==> src/rtl/calc_entry_if.sv <==
// Key-entry and display bundle of the calculator entry block.
// The master drives keys and the slave (calc_entry) drives the display and status.
interface calc_entry_if;
  logic        mode;
  logic        key_press;
  logic [4:0]  val;
  logic [15:0] display;
  logic [1:0]  state;
  logic [2:0]  op_sel;
  logic [2:0]  ndigits;
  logic        result_valid;
  logic        ovf;

  modport master (
    output mode, key_press, val,
    input  display, state, op_sel, ndigits, result_valid, ovf
  );
  modport slave (
    input  mode, key_press, val,
    output display, state, op_sel, ndigits, result_valid, ovf
  );
endinterface

==> src/rtl/calc_entry.sv <==
// Calculator key-entry FSM: collects operand A, an operator and operand B in HEX or DEC,
// computes 16-bit unsigned results and supports chained operators.
module calc_entry (
  input  logic         clk,
  input  logic         rst,
  calc_entry_if.slave  bus
);
  typedef enum logic [1:0] {S_A = 2'd0, S_OP = 2'd1, S_B = 2'd2, S_RES = 2'd3} state_t;

  localparam logic [4:0] K_EXE = 5'h13, K_CE = 5'h16, K_CLR = 5'h17;
  localparam logic [2:0] OP_NONE = 3'd0, OP_ADD = 3'd1, OP_SUB = 3'd2,
                         OP_MUL = 3'd3, OP_AND = 3'd4, OP_OR = 3'd5;

  state_t      st;
  logic [15:0] a_q, b_q, r_q;
  logic [2:0]  op_q, nd_q;
  logic        rv_q, ovf_q;

  logic        is_dig, is_op, is_exe, is_ce, is_clr, do_clr;
  logic [2:0]  op_code;
  logic [3:0]  dig;
  logic [16:0] sum, diff;
  logic [31:0] prod;
  logic [15:0] r_calc;
  logic        ovf_calc;

  function automatic logic [15:0] append(input logic [15:0] acc, input logic [3:0] d,
                                         input logic dec);
    return dec ? (acc * 16'd10 + {12'd0, d}) : {acc[11:0], d};
  endfunction

  // Key decode; DEC digits above 9 are treated as invalid codes
  always_comb begin
    dig     = bus.val[3:0];
    is_dig  = bus.key_press && !bus.val[4] && (!bus.mode || bus.val[3:0] <= 4'd9);
    case (bus.val)
      5'h10:   op_code = OP_ADD;
      5'h11:   op_code = OP_MUL;
      5'h12:   op_code = OP_AND;
      5'h14:   op_code = OP_SUB;
      5'h15:   op_code = OP_OR;
      default: op_code = OP_NONE;
    endcase
    is_op   = bus.key_press && (op_code != OP_NONE);
    is_exe  = bus.key_press && (bus.val == K_EXE);
    is_ce   = bus.key_press && (bus.val == K_CE);
    is_clr  = bus.key_press && (bus.val == K_CLR);
    // CE on a shown result clears everything, exactly like CLR
    do_clr  = !rst || is_clr || (is_ce && st == S_RES);
  end

  always_comb begin
    sum      = {1'b0, a_q} + {1'b0, b_q};
    diff     = {1'b0, a_q} - {1'b0, b_q};
    prod     = {16'd0, a_q} * {16'd0, b_q};
    r_calc   = 16'd0;
    ovf_calc = 1'b0;
    case (op_q)
      OP_ADD:  begin r_calc = sum[15:0];  ovf_calc = sum[16];       end
      OP_SUB:  begin r_calc = diff[15:0]; ovf_calc = diff[16];      end
      OP_MUL:  begin r_calc = prod[15:0]; ovf_calc = |prod[31:16];  end
      OP_AND:  r_calc = a_q & b_q;
      OP_OR:   r_calc = a_q | b_q;
      default: r_calc = 16'd0;
    endcase
  end

  always_ff @(posedge clk) begin
    if (do_clr) begin
      st <= S_A; a_q <= '0; b_q <= '0; r_q <= '0;
      op_q <= OP_NONE; nd_q <= '0; rv_q <= 1'b0; ovf_q <= 1'b0;
    end else begin
      rv_q <= 1'b0;
      case (st)
        S_A: begin
          if (is_dig) begin
            if (nd_q < 3'd4) begin a_q <= append(a_q, dig, bus.mode); nd_q <= nd_q + 3'd1; end
          end else if (is_op) begin
            op_q <= op_code; st <= S_OP; nd_q <= '0;
          end else if (is_ce) begin
            a_q <= '0; nd_q <= '0;
          end
        end
        S_OP: begin
          if (is_dig) begin
            b_q <= {12'd0, dig}; nd_q <= 3'd1; st <= S_B;
          end else if (is_op) begin
            op_q <= op_code;
          end else if (is_ce) begin
            op_q <= OP_NONE; st <= S_A; nd_q <= '0;
          end
        end
        S_B: begin
          if (is_dig) begin
            if (nd_q < 3'd4) begin b_q <= append(b_q, dig, bus.mode); nd_q <= nd_q + 3'd1; end
          end else if (is_exe || is_op) begin
            r_q <= r_calc; ovf_q <= ovf_calc; rv_q <= 1'b1; nd_q <= '0;
            if (is_op) begin
              // chaining: result becomes the new A and the new operator is latched
              a_q <= r_calc; op_q <= op_code; st <= S_OP;
            end else begin
              st <= S_RES;
            end
          end else if (is_ce) begin
            b_q <= '0; nd_q <= '0;
          end
        end
        S_RES: begin
          if (is_dig) begin
            a_q <= {12'd0, dig}; nd_q <= 3'd1; op_q <= OP_NONE; st <= S_A;
          end else if (is_op) begin
            a_q <= r_q; op_q <= op_code; st <= S_OP; nd_q <= '0;
          end
        end
        default: st <= S_A;
      endcase
    end
  end

  always_comb begin
    case (st)
      S_B:     bus.display = b_q;
      S_RES:   bus.display = r_q;
      default: bus.display = a_q;
    endcase
  end

  assign bus.state        = st;
  assign bus.op_sel       = op_q;
  assign bus.ndigits      = nd_q;
  assign bus.result_valid = rv_q;
  assign bus.ovf          = ovf_q;
endmodule

==> src/flat_wrapper.sv <==
// flat-port wrapper written by rule: the top's interface ports become plain ports
module calc_entry_flat 
  (clk, rst, bus_mode, bus_key_press, bus_val, bus_display, bus_state, bus_op_sel, bus_ndigits, bus_result_valid, bus_ovf);
  calc_entry_if bus_i ();
  input  logic clk;
  input  logic rst;
  input wire logic [$bits(bus_i.mode)-1:0] bus_mode;
  input wire logic [$bits(bus_i.key_press)-1:0] bus_key_press;
  input wire logic [$bits(bus_i.val)-1:0] bus_val;
  output wire logic [$bits(bus_i.display)-1:0] bus_display;
  output wire logic [$bits(bus_i.state)-1:0] bus_state;
  output wire logic [$bits(bus_i.op_sel)-1:0] bus_op_sel;
  output wire logic [$bits(bus_i.ndigits)-1:0] bus_ndigits;
  output wire logic [$bits(bus_i.result_valid)-1:0] bus_result_valid;
  output wire logic [$bits(bus_i.ovf)-1:0] bus_ovf;
  assign bus_i.mode = bus_mode;
  assign bus_i.key_press = bus_key_press;
  assign bus_i.val = bus_val;
  assign bus_display = bus_i.display;
  assign bus_state = bus_i.state;
  assign bus_op_sel = bus_i.op_sel;
  assign bus_ndigits = bus_i.ndigits;
  assign bus_result_valid = bus_i.result_valid;
  assign bus_ovf = bus_i.ovf;
  calc_entry u_core (.clk(clk), .rst(rst), .bus(bus_i));
endmodule
==> config.mk <==
export PLATFORM = sky130hd
export DESIGN_NAME = calc_entry_flat
export DESIGN_NICKNAME = d
export VERILOG_FILES = /design/src/rtl/calc_entry_if.sv /design/src/rtl/calc_entry.sv /design/src/flat_wrapper.sv
export SDC_FILE = /design/constraint.sdc
export NUM_CORES = 1
export LEC_CHECK = 0
export BUFFER_PORTS_ARGS = -buffer_cell sky130_fd_sc_hd__clkbuf_2
export CORE_ASPECT_RATIO = 0.5
export CORE_UTILIZATION = 35
export CTS_CLUSTER_SIZE = 30
export DETAILED_ROUTE_END_ITERATION = 10
export GPL_TIMING_DRIVEN = 0
export MAX_ROUTING_LAYER = met4
export SYNTH_ARGS = -nofsm -noshare
export SYNTH_HDL_FRONTEND = slang
export SYNTH_SLANG_ARGS = --single-unit
==> constraint.sdc <==
create_clock -name clk -period 17.9 [get_ports clk]
set_input_delay 3.58 -clock clk [delete_from_list [all_inputs] [get_ports clk]]
set_output_delay 3.58 -clock clk [all_outputs]
set_load 0.005 [all_outputs]
# Word-level counts from Yosys, hierarchy flattened
# Cells that the tools add are included.
[totals]
reg_bits = 58
in_bits = 9
output_inout_bits = 26
wordCells = 132
[op_classes]
add_sub_neg = 5
n_mul = 3
order_cmp = 2
eq_ne = 32
n_mux = 52
n_bitwise = 4
reduce_logical = 26
[ops]
columns = ["cell", "n"]
rows = [
  ["$mux W16", 15],
  ["$pmux W16 S5", 1],
  ["$pmux W16 S2", 2],
  ["$mux W3", 18],
  ["$pmux W16 S3", 1],
  ["$eq A5 B5 Y1 const B", 8],
  ["$add A16 B4 Y16", 2],
  ["$mul A16 B16 Y32", 1],
  ["$mul A16 B3 Y15 const B", 2],
  ["$pmux W3 S4", 2],
  ["$mux W2", 9],
  ["$add A16 B16 Y17", 1],
  ["$sub A16 B16 Y17", 1],
  ["$and A16 B16 Y16", 1],
  ["$or A16 B16 Y16", 1],
  ["$reduce_or A16 Y1", 1],
  ["$ne A3 B1 Y1 const B", 5],
  ["$pmux W3 S5", 1],
  ["$reduce_and A5 Y1", 3],
  ["$ne A3 B2 Y1 const B", 3],
  ["$pmux W2 S4", 1],
  ["$reduce_and A8 Y1", 1],
  ["$logic_and A1 B1 Y1", 7],
  ["$eq A3 B2 Y1 const B", 2],
  ["other kinds (21)", 35],
]

# Logic depth before layout (Yosys ltp)
[depth]
ltp_word = 8
mapped_depth = 27
depth_no_buf = 25

# Worst setup path before layout
# No wires, ideal clock.
[synth_timing]
kind = "reg-to-reg"
from = "register u_core.b_q[1]"
to = "register u_core.ovf_q (netlist: u_core.bus.ovf)"
setup_time_ns = 0.133
arrival_time_ns = 6.435
t_required_ns = 17.767
setup_slack_ns = 11.331
path_stages_with_launch = 24
n_path_buf = 2
period_less_slack_ns = 6.569
path_cell_list = "dfxtp_1 > clkbuf_1 > nand2_1 > fa_1 > fa_1 > inv_1 > fa_1 > fa_1 > fa_1 > inv_1 > fa_1 > inv_1 > ha_1 > clkbuf_1 > and4_1 > nand3_1 > nor2_1 > a211o_1 > a2111oi_2 > a41oi_1 > a2111oi_2 > nand4_1 > nor4b_2 > o41ai_1"
[synth_via]
elab_chain_cells = 3
word_cells_on_any_way = 5
classes_between = "add/sub (2); mul (1); mux (1); reduce/logical (1)"
[synth_rtl]
columns = ["element", "line", "source"]
rows = [
  ["from (decl)", "calc_entry.sv:15", "logic [15:0] a_q, b_q, r_q;"],
  ["from (signal assigned)", "calc_entry.sv:95", "if (nd_q < 3'd4) begin b_q <= append(b_q, dig, bus.mode); nd_q <= nd_q + 3'd1; end"],
  ["$mul A16 B16 Y32", "calc_entry.sv:55", "prod = {16'd0, a_q} * {16'd0, b_q};"],
  ["$reduce_or A16 Y1", "calc_entry.sv:61", "OP_MUL: begin r_calc = prod[15:0]; ovf_calc = |prod[31:16]; end"],
  ["$pmux W1 S3 (*)", "calc_entry.sv:58", "case (op_q)"],
  ["to (signal assigned)", "calc_entry.sv:71", "op_q <= OP_NONE; nd_q <= '0; rv_q <= 1'b0; ovf_q <= 1'b0;"],
  ["to (signal assigned)", "calc_entry.sv:97", "r_q <= r_calc; ovf_q <= ovf_calc; rv_q <= 1'b1; nd_q <= '0;"],
  ["to (decl)", "calc_entry.sv:17", "logic rv_q, ovf_q;"],
]
# Every way passes the cells marked *; elsewhere a longest branch is shown, timed or not.
# A chain may end at the register's enable or synchronous reset.

# Worst setup path after layout
[layout_timing]
from = "register u_core.b_q[4]"
to = "register u_core.ovf_q (netlist: u_core.bus.ovf)"
# Same word-level chain as after synthesis.

==> insert_results.sql <==
INSERT INTO impl_metrics (metric_group, metric, value, unit) VALUES
('final_layout', 'finalInstanceArea', '16690', 'sq um'),
('timing', 'fmaxAchievable', '116.1', 'MHz'),
('place', 'placed_area', '16430', 'sq um'),
('setup_path', 'worst_ep_arrival_time', '8.80', 'ns'),
('route', 'wl_met2', '23770', 'microns'),
('clock_network', 'clock_sinks', '58', ''),
('clock_network', 'tritoncts', 'done', ''),
('power', 'cellLeakagePower', '7.091', 'nW'),
('final_layout', 'n_fill_cell', '4642', ''),
('clock_network', 'hold_buffers', '0', ''),
('synth', 'primary_flip_flop_cell_chosen_by_synthesis_mapping', 'sky130_fd_sc_hd__dfxtp_1', ''),
('global_route', 'grt_usage', '0.2461', ''),
('global_route', 'initial_antenna_violation_count', '0', ''),
('timing', 'timing.max_slew.rel_slack', '0.3093', ''),
('place', 'hpwlAfterDp', '44100', 'microns'),
('global_route', 'grt_start_max_net_pins', '13', ''),
('synth', 'yosys-top-cells-count', '262 x sky130_fd_sc_hd__inv_1, 262 x sky130_fd_sc_hd__nand2_1, 241 x sky130_fd_sc_hd__nor2_1', ''),
('final_layout', 'final_layout_size_suffix_gt1_frac', '0.03396', ''),
('floorplanning', 'floorplan.die.height', '150.9', 'microns'),
('clock_network', 'cts-buffers-inserted', '9', ''),
('setup_path', 'critPathRequiredTime', '18.09', 'ns'),
('synth', 'netlist_instances', '1986', ''),
('clock_network', 'number_of_h_tree_levels', '3', ''),
('power', 'power-per-cell-area', '28.46', 'nW/um^2'),
('floorplanning', 'core_region_area', '43650', 'sq um'),
('timing', 'final-max-slew-violation-count', '0', ''),
('global_route', 'grt_pass1_wl', '83110', 'microns'),
('setup_path', 'critical_path.max_fanout', '11', ''),
('timing', 'worst_slew_pin_slew', '1.028', 'ns'),
('timing', 'setup_viol', '0', ''),
('route', 'initial_drt_markers', '1403', ''),
('setup_path', 'worst_path_cell_chain', 'clkbuf_1 > inv_2 > nor2_1 > fa_1 > inv_1 > fa_1 > fa_1 > fa_1 > inv_1 > fa_1 > inv_1 > fa_1 > inv_1 > ha_1 > a21oi_1 > o21ai_0 > nor3_1 > o21ai_0 > nand3b_1 > o21ai_0 > a2111oi_2 > nand4_1 > nor4b_2 > o41ai_1', ''),
('power', 'p_clk_frac', '0.331', ''),
('global_route', 'first_global_vias', '14010', ''),
('route', 'detail_route.vias_per_cell', '5.533', ''),
('power', 'share_comb_of_total_power', '0.357', ''),
('global_route', 'globalRoute.totalOverflow', '0', ''),
('timing', 'finalCritPeriodShare', '0.4811', ''),
('synth', 'synth.area.top_cells', 'sky130_fd_sc_hd__fa_1 26%, sky130_fd_sc_hd__ha_1 17%, sky130_fd_sc_hd__dfxtp_1 7.5%', ''),
('final_layout', 'insertedDiodeCount', '0', ''),
('timing', 'layout_min_cycle_time', '8.611', 'ns'),
('setup_path', 'endpoint_kind', 'flip-flop', ''),
('setup_path', 'critical_path.most_common_cell', 'sky130_fd_sc_hd__fa_1', ''),
('setup_path', 'cpPeakStageDelay', '0.90', 'ns'),
('timing', 'grt_setup_unrepaired', 'false', ''),
('run', 'cap_violations', '0', ''),
('floorplanning', 'floorplan.rows', '54', ''),
('synth', 'netlist.area_leader.share', '0.2579', ''),
('clock_network', 'clock_tree.buffer_depth', '2', ''),
('route', 'wire_length_on_met3', '4040', 'microns'),
('final_layout', 'area.growth.synth_to_final', '7.510', '%'),
('synth', 'mappedNetlistArea', '15530', 'sq um'),
('power', 'pwr-share-seq', '0.313', ''),
('synth', 'synthDistinctLibCells', '80', ''),
('setup_path', 'critPathKind', 'reg2reg', ''),
('floorplanning', 'initial_core_util', '0.3558', ''),
('timing', 'clock_skew', '0.006568', 'ns'),
('final_layout', 'final_cells', '2620', ''),
('min_path', 'min_delay_path_class', 'reg2reg', ''),
('setup_path', 'critPathSlowestCell', 'sky130_fd_sc_hd__nor3_1', ''),
('clock_network', 'cts.repair.resized', '0', ''),
('clock_network', 'clockRootBuffer', 'sky130_fd_sc_hd__clkbuf_16', ''),
('clock_network', 'clk_transition_reported_paths', '0.05', 'ns'),
('synth', 'syn_nets', '2405', ''),
('power', 'p_int', '0.0002891', 'W'),
('synth', 'synth_enable_flop_cells', '0', ''),
('run_status', 'status', 'finished, final reports clean', ''),
('route', 'vias', '14500', ''),
('route', 'top_layer', 'met4', ''),
('synth', 'ys_ff_latch', '58', ''),
('place', 'io_buffer_count', '33', '');
-- flip-flops by register name (all words and copies together) (netlist names) --
| signal | cells |
|---|---|
| u_core.r_q | 16 |
| u_core.bus.op_sel | 3 |
| u_core.bus.ndigits | 3 |
| u_core.bus.result_valid | 1 |
| u_core.bus.ovf | 1 |
| u_core.bus.state | 2 |
| u_core.b_q | 16 |
| u_core.a_q | 16 |
-- critical path, delay by kind of cell (launching register included) --
kind | cells | cell delay [ns]
AOI/OAI and AO/OA | 6 | 1.36
adders and majority gates | 7 | 3.33
buffers and inverters | 6 | 1.20
DFF | 1 | 0.51
and+or+nand+nor | 5 | 2.04
-- final timing paths --
path / startpoint / endpoint / slack, ns / cells after the start
max: u_core.b_q[4] / u_core.bus.ovf / 9.29 / 24
min reg2reg: u_core.r_q[3] / u_core.r_q[3] / 0.51 / 2
min: u_core.r_q[3] / u_core.r_q[3] / 0.51 / 2
max reg2reg: u_core.b_q[4] / u_core.bus.ovf / 9.29 / 24
-- area by class of cell --
class,instances,area (sq um),area share
Sequential cell,58,1161,0.06955
Tap cell,588,735.7,0.04407
Timing Repair Buffer,33,165.2,0.009894
Multi-Input combinational cell,1556,12970,0.7772
Clock buffer,13,260.3,0.01559
Buffer,102,384.1,0.02301
Inverter,270,1013,0.06071
-- through the flow --
stage,total power (W),hold slack [ns],setup WS (ns),utilization
CTS,0.0004698,0.5136,9.352,0.3825
detailed placement,0.0003150,0.5015,9.370,0.3765
global route,0.0004960,0.5410,8.841,0.3825
finish,0.0004752,0.5132,9.289,0.3825
floorplan,0.0002576,0.4465,11.33,-
global placement,0.0003145,0.4731,9.425,0.3764
-- cell families after synthesis --
group / Yosys count / synth area share
muxes: 12 / 0.007897
xor gates and xnor gates: 72 / 0.04150
AOI/OAI and AO/OA: 416 / 0.1790
and+or+nand+nor: 646 / 0.1798
buffers and inverters: 372 / 0.09001
DFF: 58 / 0.07478
adders and majority gates: 410 / 0.4271
-- routing by layer --
layer / vias to the layer above / track usage
met2: 605 / 0.3864
li1: 6697 / -
met4: 0 / 0.05459
met3: 68 / 0.02438
met5: - / -
met1: 7127 / 0.3429
-- power groups by stage --
| stage | Clock (W) | Combinational [W] | Sequential [W] |
|---|---|---|---|
| floorplan | 0 | 0.000115 | 0.000142 |
| global placement | 0 | 0.000164 | 0.000150 |
| detailed placement | 0 | 0.000165 | 0.000150 |
| CTS | 0.000156 | 0.000166 | 0.000148 |
| global route | 0.000162 | 0.000185 | 0.000148 |
| finish | 0.000157 | 0.000169 | 0.000149 |
-- cell usage in the layout, fill, tap and decap left out, types with 23 or more instances in the layout --
master / n
sky130_fd_sc_hd__nor3_1: 23
sky130_fd_sc_hd__nand3_1: 26
sky130_fd_sc_hd__inv_1: 262
sky130_fd_sc_hd__xor2_1: 24
sky130_fd_sc_hd__nand2_1: 262
sky130_fd_sc_hd__clkbuf_1: 93
sky130_fd_sc_hd__nor2_1: 241
sky130_fd_sc_hd__dfxtp_1: 58
sky130_fd_sc_hd__a21oi_1: 118
sky130_fd_sc_hd__ha_1: 210
sky130_fd_sc_hd__fa_1: 200
sky130_fd_sc_hd__xnor2_1: 47
sky130_fd_sc_hd__clkbuf_2: 33
sky130_fd_sc_hd__a22oi_1: 37
sky130_fd_sc_hd__o21ai_0: 73
sky130_fd_sc_hd__a21o_1: 29
Power figures use the tool's default switching activity.
